$ cat src/rtl/cache_ctrl_param_if.sv
// CPU/memory-side signal bundle for the cache controller.
// master = CPU/cache datapath side, slave = controller.
interface cache_ctrl_param_if;
    logic memtoreg;
    logic memwrite;
    logic hit;
    logic dirty;
    logic DM_WE;
    logic DM_RE;
    logic cache_we_word;
    logic cache_we_block;
    logic WriteData_Buffer;
    logic WritebackSignal;
    logic CacheLdFromBuffer;
    logic cache_dataReady;
    logic stall;

    // Requests are sampled only while the controller is idle. stall=1 means the
    // master must hold its request; a request is complete when stall is low.
    modport master (
        output memtoreg, memwrite, hit, dirty,
        input  DM_WE, DM_RE, cache_we_word, cache_we_block, WriteData_Buffer,
               WritebackSignal, CacheLdFromBuffer, cache_dataReady, stall
    );

    modport slave (
        input  memtoreg, memwrite, hit, dirty,
        output DM_WE, DM_RE, cache_we_word, cache_we_block, WriteData_Buffer,
               WritebackSignal, CacheLdFromBuffer, cache_dataReady, stall
    );
endinterface

$ cat src/rtl/cache_ctrl_param.sv
// Blocking cache miss controller: writeback, block fill, buffered word write
// and optional write-around, with a parameterised memory transfer latency.
module cache_ctrl_param #(
    parameter int MEM_LATENCY = 3,
    parameter int CNT_W       = 4,
    parameter int WRITE_ALLOC = 1
) (
    input  logic               clk,
    input  logic               rst,
    cache_ctrl_param_if.slave  bus,
    output logic [2:0]         state_o
);

    typedef enum logic [2:0] {
        IDLE    = 3'd0,
        WBACK   = 3'd1,
        FILL    = 3'd2,
        WWORD   = 3'd3,
        WAROUND = 3'd4
    } state_t;

    localparam logic [CNT_W-1:0] LAST_CNT = CNT_W'(MEM_LATENCY - 1);

    state_t           state_q, state_d;
    logic [CNT_W-1:0] cnt_q, cnt_d;
    logic             is_wr_q, is_wr_d;
    logic             last;

    logic dm_we, dm_re, we_word, we_block, wdata_buf, wb_sig, ld_buf, data_rdy, stall;

    assign last    = (cnt_q == LAST_CNT);
    assign state_o = state_q;

    always_ff @(posedge clk or posedge rst) begin
        if (rst) begin
            state_q <= IDLE;
            cnt_q   <= '0;
            is_wr_q <= 1'b0;
        end else begin
            state_q <= state_d;
            cnt_q   <= cnt_d;
            is_wr_q <= is_wr_d;
        end
    end

    always_comb begin
        state_d   = state_q;
        cnt_d     = cnt_q;
        is_wr_d   = is_wr_q;
        dm_we     = 1'b0;
        dm_re     = 1'b0;
        we_word   = 1'b0;
        we_block  = 1'b0;
        wdata_buf = 1'b0;
        wb_sig    = 1'b0;
        ld_buf    = 1'b0;
        data_rdy  = 1'b0;
        stall     = 1'b0;

        unique case (state_q)
            IDLE: begin
                // Loads win over stores when both are requested.
                if (bus.memtoreg) begin
                    if (bus.hit) begin
                        data_rdy = 1'b1;
                    end else begin
                        stall   = 1'b1;
                        wb_sig  = 1'b1;
                        is_wr_d = 1'b0;
                        state_d = bus.dirty ? WBACK : FILL;
                    end
                end else if (bus.memwrite) begin
                    if (bus.hit) begin
                        we_word = 1'b1;
                    end else begin
                        stall     = 1'b1;
                        wdata_buf = 1'b1;
                        is_wr_d   = 1'b1;
                        if (WRITE_ALLOC != 0) begin
                            wb_sig  = 1'b1;
                            state_d = bus.dirty ? WBACK : FILL;
                        end else begin
                            state_d = WAROUND;
                        end
                    end
                end
            end
            WBACK: begin
                stall = 1'b1;
                dm_we = 1'b1;
                if (last) begin
                    cnt_d   = '0;
                    state_d = FILL;
                end else begin
                    cnt_d = cnt_q + 1'b1;
                end
            end
            FILL: begin
                stall = 1'b1;
                dm_re = 1'b1;
                if (last) begin
                    cnt_d    = '0;
                    we_block = 1'b1;
                    data_rdy = !is_wr_q;
                    state_d  = is_wr_q ? WWORD : IDLE;
                end else begin
                    cnt_d = cnt_q + 1'b1;
                end
            end
            WWORD: begin
                stall   = 1'b1;
                we_word = 1'b1;
                ld_buf  = 1'b1;
                state_d = IDLE;
            end
            WAROUND: begin
                stall = 1'b1;
                dm_we = 1'b1;
                if (last) begin
                    cnt_d   = '0;
                    state_d = IDLE;
                end else begin
                    cnt_d = cnt_q + 1'b1;
                end
            end
            default: begin
                state_d = IDLE;
                cnt_d   = '0;
            end
        endcase
    end

    // Reset silences every output, including the input-driven IDLE decodes.
    assign bus.DM_WE             = dm_we     & ~rst;
    assign bus.DM_RE             = dm_re     & ~rst;
    assign bus.cache_we_word     = we_word   & ~rst;
    assign bus.cache_we_block    = we_block  & ~rst;
    assign bus.WriteData_Buffer  = wdata_buf & ~rst;
    assign bus.WritebackSignal   = wb_sig    & ~rst;
    assign bus.CacheLdFromBuffer = ld_buf    & ~rst;
    assign bus.cache_dataReady   = data_rdy  & ~rst;
    assign bus.stall             = stall     & ~rst;

endmodule

$ cat src/flat_wrapper.sv
// flat-port wrapper written by rule: the top's interface ports become plain ports
module cache_ctrl_param_flat 
#(
    parameter int MEM_LATENCY = 3,
    parameter int CNT_W       = 4,
    parameter int WRITE_ALLOC = 1
)
  (clk, rst, state_o, bus_memtoreg, bus_memwrite, bus_hit, bus_dirty, bus_DM_WE, bus_DM_RE, bus_cache_we_word, bus_cache_we_block, bus_WriteData_Buffer, bus_WritebackSignal, bus_CacheLdFromBuffer, bus_cache_dataReady, bus_stall);
  cache_ctrl_param_if bus_i ();
  input  logic clk;
  input  logic rst;
  output logic [2:0] state_o;
  input wire logic [$bits(bus_i.memtoreg)-1:0] bus_memtoreg;
  input wire logic [$bits(bus_i.memwrite)-1:0] bus_memwrite;
  input wire logic [$bits(bus_i.hit)-1:0] bus_hit;
  input wire logic [$bits(bus_i.dirty)-1:0] bus_dirty;
  output wire logic [$bits(bus_i.DM_WE)-1:0] bus_DM_WE;
  output wire logic [$bits(bus_i.DM_RE)-1:0] bus_DM_RE;
  output wire logic [$bits(bus_i.cache_we_word)-1:0] bus_cache_we_word;
  output wire logic [$bits(bus_i.cache_we_block)-1:0] bus_cache_we_block;
  output wire logic [$bits(bus_i.WriteData_Buffer)-1:0] bus_WriteData_Buffer;
  output wire logic [$bits(bus_i.WritebackSignal)-1:0] bus_WritebackSignal;
  output wire logic [$bits(bus_i.CacheLdFromBuffer)-1:0] bus_CacheLdFromBuffer;
  output wire logic [$bits(bus_i.cache_dataReady)-1:0] bus_cache_dataReady;
  output wire logic [$bits(bus_i.stall)-1:0] bus_stall;
  assign bus_i.memtoreg = bus_memtoreg;
  assign bus_i.memwrite = bus_memwrite;
  assign bus_i.hit = bus_hit;
  assign bus_i.dirty = bus_dirty;
  assign bus_DM_WE = bus_i.DM_WE;
  assign bus_DM_RE = bus_i.DM_RE;
  assign bus_cache_we_word = bus_i.cache_we_word;
  assign bus_cache_we_block = bus_i.cache_we_block;
  assign bus_WriteData_Buffer = bus_i.WriteData_Buffer;
  assign bus_WritebackSignal = bus_i.WritebackSignal;
  assign bus_CacheLdFromBuffer = bus_i.CacheLdFromBuffer;
  assign bus_cache_dataReady = bus_i.cache_dataReady;
  assign bus_stall = bus_i.stall;
  cache_ctrl_param #(.MEM_LATENCY(MEM_LATENCY), .CNT_W(CNT_W), .WRITE_ALLOC(WRITE_ALLOC)) u_core (.clk(clk), .rst(rst), .bus(bus_i), .state_o(state_o));
endmodule
$ cat config.mk
export PLATFORM = sky130hd
export DESIGN_NAME = cache_ctrl_param_flat
export DESIGN_NICKNAME = d
export VERILOG_FILES = /design/src/rtl/cache_ctrl_param_if.sv /design/src/rtl/cache_ctrl_param.sv /design/src/flat_wrapper.sv
export SDC_FILE = /design/constraint.sdc
export NUM_CORES = 1
export LEC_CHECK = 0
export BUFFER_PORTS_ARGS = -buffer_cell sky130_fd_sc_hd__buf_4
export CORE_ASPECT_RATIO = 0.8
export CORE_MARGIN = 3
export CORE_UTILIZATION = 30
export DETAILED_ROUTE_END_ITERATION = 10
export PLACE_DENSITY = 0.61
export SKIP_CTS_REPAIR_TIMING = 1
export SLEW_MARGIN = 20
export SYNTH_ARGS = -nofsm -noshare
export SYNTH_HDL_FRONTEND = slang
export SYNTH_SLANG_ARGS = --single-unit
$ cat constraint.sdc
create_clock -name clk -period 1.8 [get_ports clk]
set_input_delay 0.18 -clock clk [delete_from_list [all_inputs] [get_ports clk]]
set_output_delay 0.18 -clock clk [all_outputs]
set_load 0.005 [all_outputs]
==> metrics.md, run 1 <==
| Metric | Value |
|---|---|
| Routed WL per cell | `11.4 µm` |
| Crit Path Max Fanout | `6` |
| Crit path setup slack, layout | `0.102 ns` |
| CTS tree | `yes` |
| CTS HTree Levels | `1` |
| CTS Buffer Depth | `2` |
| Crit path DAT | `1.52 ns` |
| Die height | `44.6 µm` |
| Hold Crit Class | `in2reg` |
| Post-DRT Antenna Nets | `0` |
| First-pass GRT wire length | `1720 µm` |
| Worst r2r src | `u_core.cnt_q[0]` |
| Filler instances | `156` |
| Peak supply drop | `0.744 mV` |
| Diode count | `0` |
| Hpwl dp | `917 µm` |
| Total grt overflow | `0` |
| DIE WIDTH | `54.2 µm` |
| Status | `completed` |
| Seq pwr share | `29.7%` |
| Placer congestion estimate | `0.747` |
| Num CTS Buffers | `3` |
| P&R area growth vs syn | `39.2%` |
| Largest net degree at the start of global routing | `10` |
| Clock power frac | `12.2%` |
| Initial Util | `33.0%` |
| Hold path start | `bus_memtoreg` |
| Worst-path clk slew | `0.05 ns` |
| Psw | `0.458 mW` |
| Mean Syn Cell Area | `9.62 µm²` |
| P per Cell Area | `1520 mW/mm²` |
| Post-route minimum period | `1.70 ns` |
| Clk Latency, worst-skew pair | `0.25 ns` |
| Seq. cell area | `178 µm²` |
| Via density | `4.63` |
| Power Internal | `0.726 mW` |
| # port buffers | `16` |
| Pre-CTS WS | `0.168 ns` |
| Root Buffer Master | `clkbuf_4` |
| Post-synthesis sequential area ratio | `31.4%` |
| I/O pin cnt | `18` |
| Fin nets | `96` |
| Fmax | `589 MHz` |
| Critical Path Source | `u_core.state_o[0]` |
| Comb pwr share | `58.1%` |
| Post-Syn Area | `558 µm²` |
| Vias in the first global route | `392` |
| Commonest non-fill, non-tap cell in the layout | `buf_4` |
| Tcrit/Tclk final | `94.3%` |
| Synthesized flop and latch total | `7` |
| Multi-input logic area | `372 µm²` |
| Clock Skews | `0.00385 ns` |
| CP required | `1.62 ns` |
| Yosys warning count | `0` |
| Leak | `0.387 nW` |
| Placed cell area | `713 µm²` |
| Max-slew violations | `0` |
| Most frequent cells in the layout | `19 x buf_4, 7 x ha_1, 5 x dfrtp_1` |
| Distinct cells, synth | `24` |
| Unrepaired setup endpoints after global routing | `no` |
| Die area | `0.00242 mm²` |
| Final setup vio count | `0` |
| Max-cap violations | `0` |
| Row count | `13` |
| Via count | `477` |
| Worst setup EP type | `output pin` |
| Switching share of power | `38.7%` |
| Setup Crit Path Kind | `reg2out` |
| GR Util All Layers | `10.0%` |
| Core Region | `0.00169 mm²` |
| Design area | `777 µm²` |
| Startpoint types | `register` |
| DRT Pass-1 Iters | `4` |
| Post-Route WL | `1180 µm` |
| Residual DRC | `0` |
| Final hold violations | `0` |
| Syn_nets | `72` |
| Share of cells above drive strength 1 | `43.2%` |
| Syn Inst Count | `58` |
| Initial antenna violation count | `0` |
| DRT iter0 DRCs | `19` |
| Clock tree sinks | `7` |
final cells by class:
type / count / area share, %
Multi-Input combinational cell: 45 / 47.8
Sequential cell: 7 / 22.9
Timing Repair Buffer: 20 / 19.6
Tap cell: 22 / 3.54
Clock buffer: 4 / 3.38
Inverter: 5 / 2.74
sequential cells by signal (all words and copies together), names as in the netlist:
| register | flops |
|---|---|
| u_core.is_wr_q | 1 |
| u_core.state_o | 2 |
| u_core.cnt_q | 4 |
worst max-delay path: stages, from the launching register on:
cell,delay [ns]
dfrtp_2,0.45
inv_4,0.09
ha_4,0.16
nor2b_2,0.16
o211a_1,0.17
o21bai_1,0.10
buf_4,0.12
cell usage after synthesis:
| library cell | instances | share of area (%) |
|---|---|---|
| nand4_1 | 1 | 1.1 |
| a21o_1 | 1 | 1.3 |
| nand3_1 | 1 | 0.90 |
| a21oi_1 | 4 | 3.6 |
| xnor2_1 | 1 | 1.6 |
| inv_1 | 5 | 3.4 |
| buf_4 | 1 | 1.3 |
| nor3_1 | 2 | 1.8 |
| nand2_1 | 3 | 2.0 |
| o21bai_1 | 2 | 2.7 |
| and3_1 | 1 | 1.1 |
| ha_1 | 8 | 18 |
| nor2b_1 | 4 | 4.5 |
| mux2_2 | 4 | 8.1 |
| nand2b_1 | 1 | 1.1 |
| a31oi_1 | 2 | 2.2 |
| nor3b_4 | 1 | 3.4 |
| o211a_1 | 1 | 1.8 |
| a2bb2oi_2 | 1 | 2.7 |
| conb_1 | 1 | 0.67 |
| dfrtp_1 | 7 | 31 |
| nor2_1 | 4 | 2.7 |
| and2_2 | 1 | 1.3 |
| nand3b_1 | 1 | 1.3 |
power groups by stage:
stage	logic, mW	registers, mW	clock network, mW
2_1_floorplan	0.450	0.324	0
3_3_place_gp	0.649	0.340	0
3_5_place_dp	0.643	0.343	0
4_1_cts	0.647	0.342	0.153
5_1_grt	0.759	0.372	0.161
6_report	0.687	0.352	0.145
cells by family (layout without fill, tap and decap cells):
logic type                 count (synthesis)  in the layout  synth area share, %
buffers and inverters                      6             29                 4.71
other                                      1              1                0.672
muxes                                      4              4                 8.07
and+or+nand+nor                           20             20                 21.3
AOI/OAI and AO/OA                         11             11                 14.3
xor gates and xnor gates                   1              1                 1.57
DFF                                        7              7                 31.4
adders and majority gates                  8              8                 17.9
through the flow:
step	TNS, ns	util, %	hold slack, ns	power (mW)	instances
floorplan	0	-	-0.00342	0.775	58
global placement	0	42.2	0.207	0.989	97
global route	0	45.9	0.121	1.29	103
finish	0	45.9	0.134	1.18	103
CTS	-0.222	43.7	-0.0721	1.14	101
detailed placement	0	42.2	0.209	0.986	97
per-layer routing:
layer | wire length [µm] | track usage, % | up-vias
li1 | - | - | 245
met1 | 575 | 13.1 | 216
met2 | 525 | 14.6 | 16
met3 | 78 | 4.71 | 0
met4 | 0 | 2.99 | 0
met5 | 0 | 0 | -
worst paths after layout:
path	end	slack, ns	depth (start not counted)
worst min-delay path	u_core.is_wr_q	0.13	2
max in group asynchronous	u_core.state_o[1]	1.01	3
min in group asynchronous	u_core.is_wr_q	0.52	3
worst min register to register	u_core.cnt_q[3]	0.52	1
worst max register to register	u_core.state_o[0]	0.17	6
worst max-delay path	bus_stall	0.10	6
Power figures use the tool's default switching activity.
==> run 2: changes to the inputs <==
CORE_ASPECT_RATIO = unset   (was 0.8)
CORE_UTILIZATION = 40   (was 30)
CTS_CLUSTER_DIAMETER = 80   (was unset)
PLACE_DENSITY = 0.74   (was 0.61)
==> run 2 against run 1 <==
  * First-iteration DRC count is 58% lower
  * Register-to-register slack better by 0.02 ns
  * Combinational power is 15% higher
  * Critical path depth stayed put
  * Count of clock-buffer cells in the layout stayed put
  * Clock power hardly changed
  * Sequential share of layout area is 0.61 points lower
  * Die area is 22% lower
  * Sequential cell count stayed put
  * Maximum frequency is 3.7% lower
  * Cell area is 2.7% higher
  * Critical endpoint is now bus_cache_dataReady
  * Largest cell class unchanged
  * Highest routed layer unchanged
==> metrics.md, run 2 (synthesis gave the netlist of run 1 again) <==
| Metric | Value |
|---|---|
| Status | `completed` |
| Most frequent cells in the layout | `24 x buf_4, 8 x ha_1, 5 x dfrtp_1` |
| Min-Delay Endpoint | `u_core.is_wr_q` |
| Met1 wire length | `610 µm` |
| P per Cell Area | `1590 mW/mm²` |
| Row count | `12` |
| Total Power | `1.27 mW` |
| Num CTS Buffers | `3` |
| Placed cell area | `696 µm²` |
| I/O pin cnt | `18` |
| Post-route minimum period | `1.76 ns` |
| Tcrit/Tclk final | `97.9%` |
| Fin nets | `101` |
| Initial antenna violation count | `0` |
| Die area | `0.00188 mm²` |
| Design area | `798 µm²` |
| Residual DRC | `0` |
| Clock tree sinks | `7` |
| Register-to-Register Setup Slack | `0.19 ns` |
| Root Buffer Master | `clkbuf_4` |
| Post-DRT Antenna Nets | `0` |
| Max-slew violations | `0` |
| Worst r2r src | `u_core.cnt_q[0]` |
| Max-cap violations | `0` |
| Via density | `5.18` |
| Number of flip-flops in the largest register | `4` |
| Commonest non-fill, non-tap cell in the layout | `buf_4` |
| Initial Util | `46.5%` |
| Filler instances | `101` |
| Die height | `43.4 µm` |
| Core Region | `0.00120 mm²` |
| Placer congestion estimate | `0.768` |
| Clock Skews | `0.00193 ns` |
| Via count | `518` |
| Pre-CTS WS | `0.162 ns` |
| Worst r2r dst | `u_core.state_o[0]` |
| Worst Hold Path Cells | `2` |
| Diode count | `0` |
| Peak supply drop | `0.999 mV` |
| Hpwl dp | `963 µm` |
| Share of cells above drive strength 1 | `46.5%` |
| Final setup vio count | `0` |
| DIE WIDTH | `43.4 µm` |
| Worst setup EP type | `output pin` |
| # port buffers | `16` |
| GR Util All Layers | `13.0%` |
| Biggest register | `u_core.cnt_q` |
| Hold Crit Class | `in2reg` |
| Crit path DAT | `1.58 ns` |
| Vias in the first global route | `432` |
| First-pass GRT wire length | `1830 µm` |
| Crit path setup slack, layout | `0.0381 ns` |
| DRT Pass-1 Iters | `4` |
| Routed WL per cell | `13.8 µm` |
| Final hold violations | `0` |
| Max Used Layer | `met3` |
| R2R depth | `5` |
| CTS Buffer Depth | `2` |
| CTS tree | `yes` |
| Total grt overflow | `0` |
| Crit Path Max Fanout | `5` |
| DR WL met3 | `105 µm` |
| Hold path start | `bus_memtoreg` |
| Setup TNS | `0 ns` |
| CP required | `1.62 ns` |
| Setup Crit Path Kind | `reg2out` |
| DRT iter0 DRCs | `8` |
| WL met2 | `666 µm` |
| Clk Latency, worst-skew pair | `0.25 ns` |
| Fmax | `568 MHz` |
| Startpoint types | `register` |
| CTS HTree Levels | `1` |
| Largest net degree at the start of global routing | `10` |
| Worst-path clk slew | `0.05 ns` |
| P&R area growth vs syn | `43.0%` |
| Leak | `0.418 nW` |
| Post-Route WL | `1380 µm` |
==> run 2: area by class of cell <==
class	instances	area, µm²	share of cell area (%)
multi-input cells	45	368	46.1
inverters	5	18.8	2.35
flip-flops and latches	7	178	22.3
clock buffers	4	26.3	3.29
well taps	14	17.5	2.19
repair buffers	25	190	23.8
==> run 2: power by group <==
| part | internal [mW] | switching [mW] |
|---|---|---|
| registers | 0.245 | 0.0953 |
| clock network | 0.0846 | 0.0576 |
| logic | 0.454 | 0.336 |
| total | 0.784 | 0.489 |
==> run 2: how the worst max path moves through the flow <==
stage | start | endpoint | slack (ns) | cells after the start
2_1_floorplan | u_core.state_o[0] | bus_stall | 0.31 | 5
3_3_place_gp | u_core.state_o[0] | bus_stall | 0.20 | 6
3_5_place_dp | u_core.state_o[0] | bus_stall | 0.16 | 6
4_1_cts | u_core.state_o[0] | bus_stall | -0.12 | 6
5_1_grt | u_core.cnt_q[0] | bus_cache_dataReady | -0.03 | 6
6_report | u_core.cnt_q[0] | bus_cache_dataReady | 0.04 | 6
==> run 2: worst max-delay path, stage by stage (launching register included) <==
cell and delay, ns:
dfrtp_1 0.42, inv_1 0.07, ha_1 0.14, nor3b_4 0.28, nand3b_1 0.13, a21oi_1 0.16
buf_4 0.12
==> run 2: per-stage QoR <==
| step | util [%] | std cells | hold WS (ns) |
|---|---|---|---|
| final | 66.5 | 100 | 0.141 |
| after global routing | 66.5 | 100 | 0.134 |
| after CTS | 60.1 | 92 | -0.0760 |
| after detailed placement | 57.9 | 88 | 0.192 |
| after global placement | 57.9 | 88 | 0.191 |
| after floorplan | - | 58 | -0.00342 |
==> run 2: layer usage <==
metal / up-vias / global-route usage (%)
met5: - / 0
met4: 0 / 0
met3: 0 / 7.05
met2: 17 / 23.6
met1: 246 / 14.3
li1: 255 / -
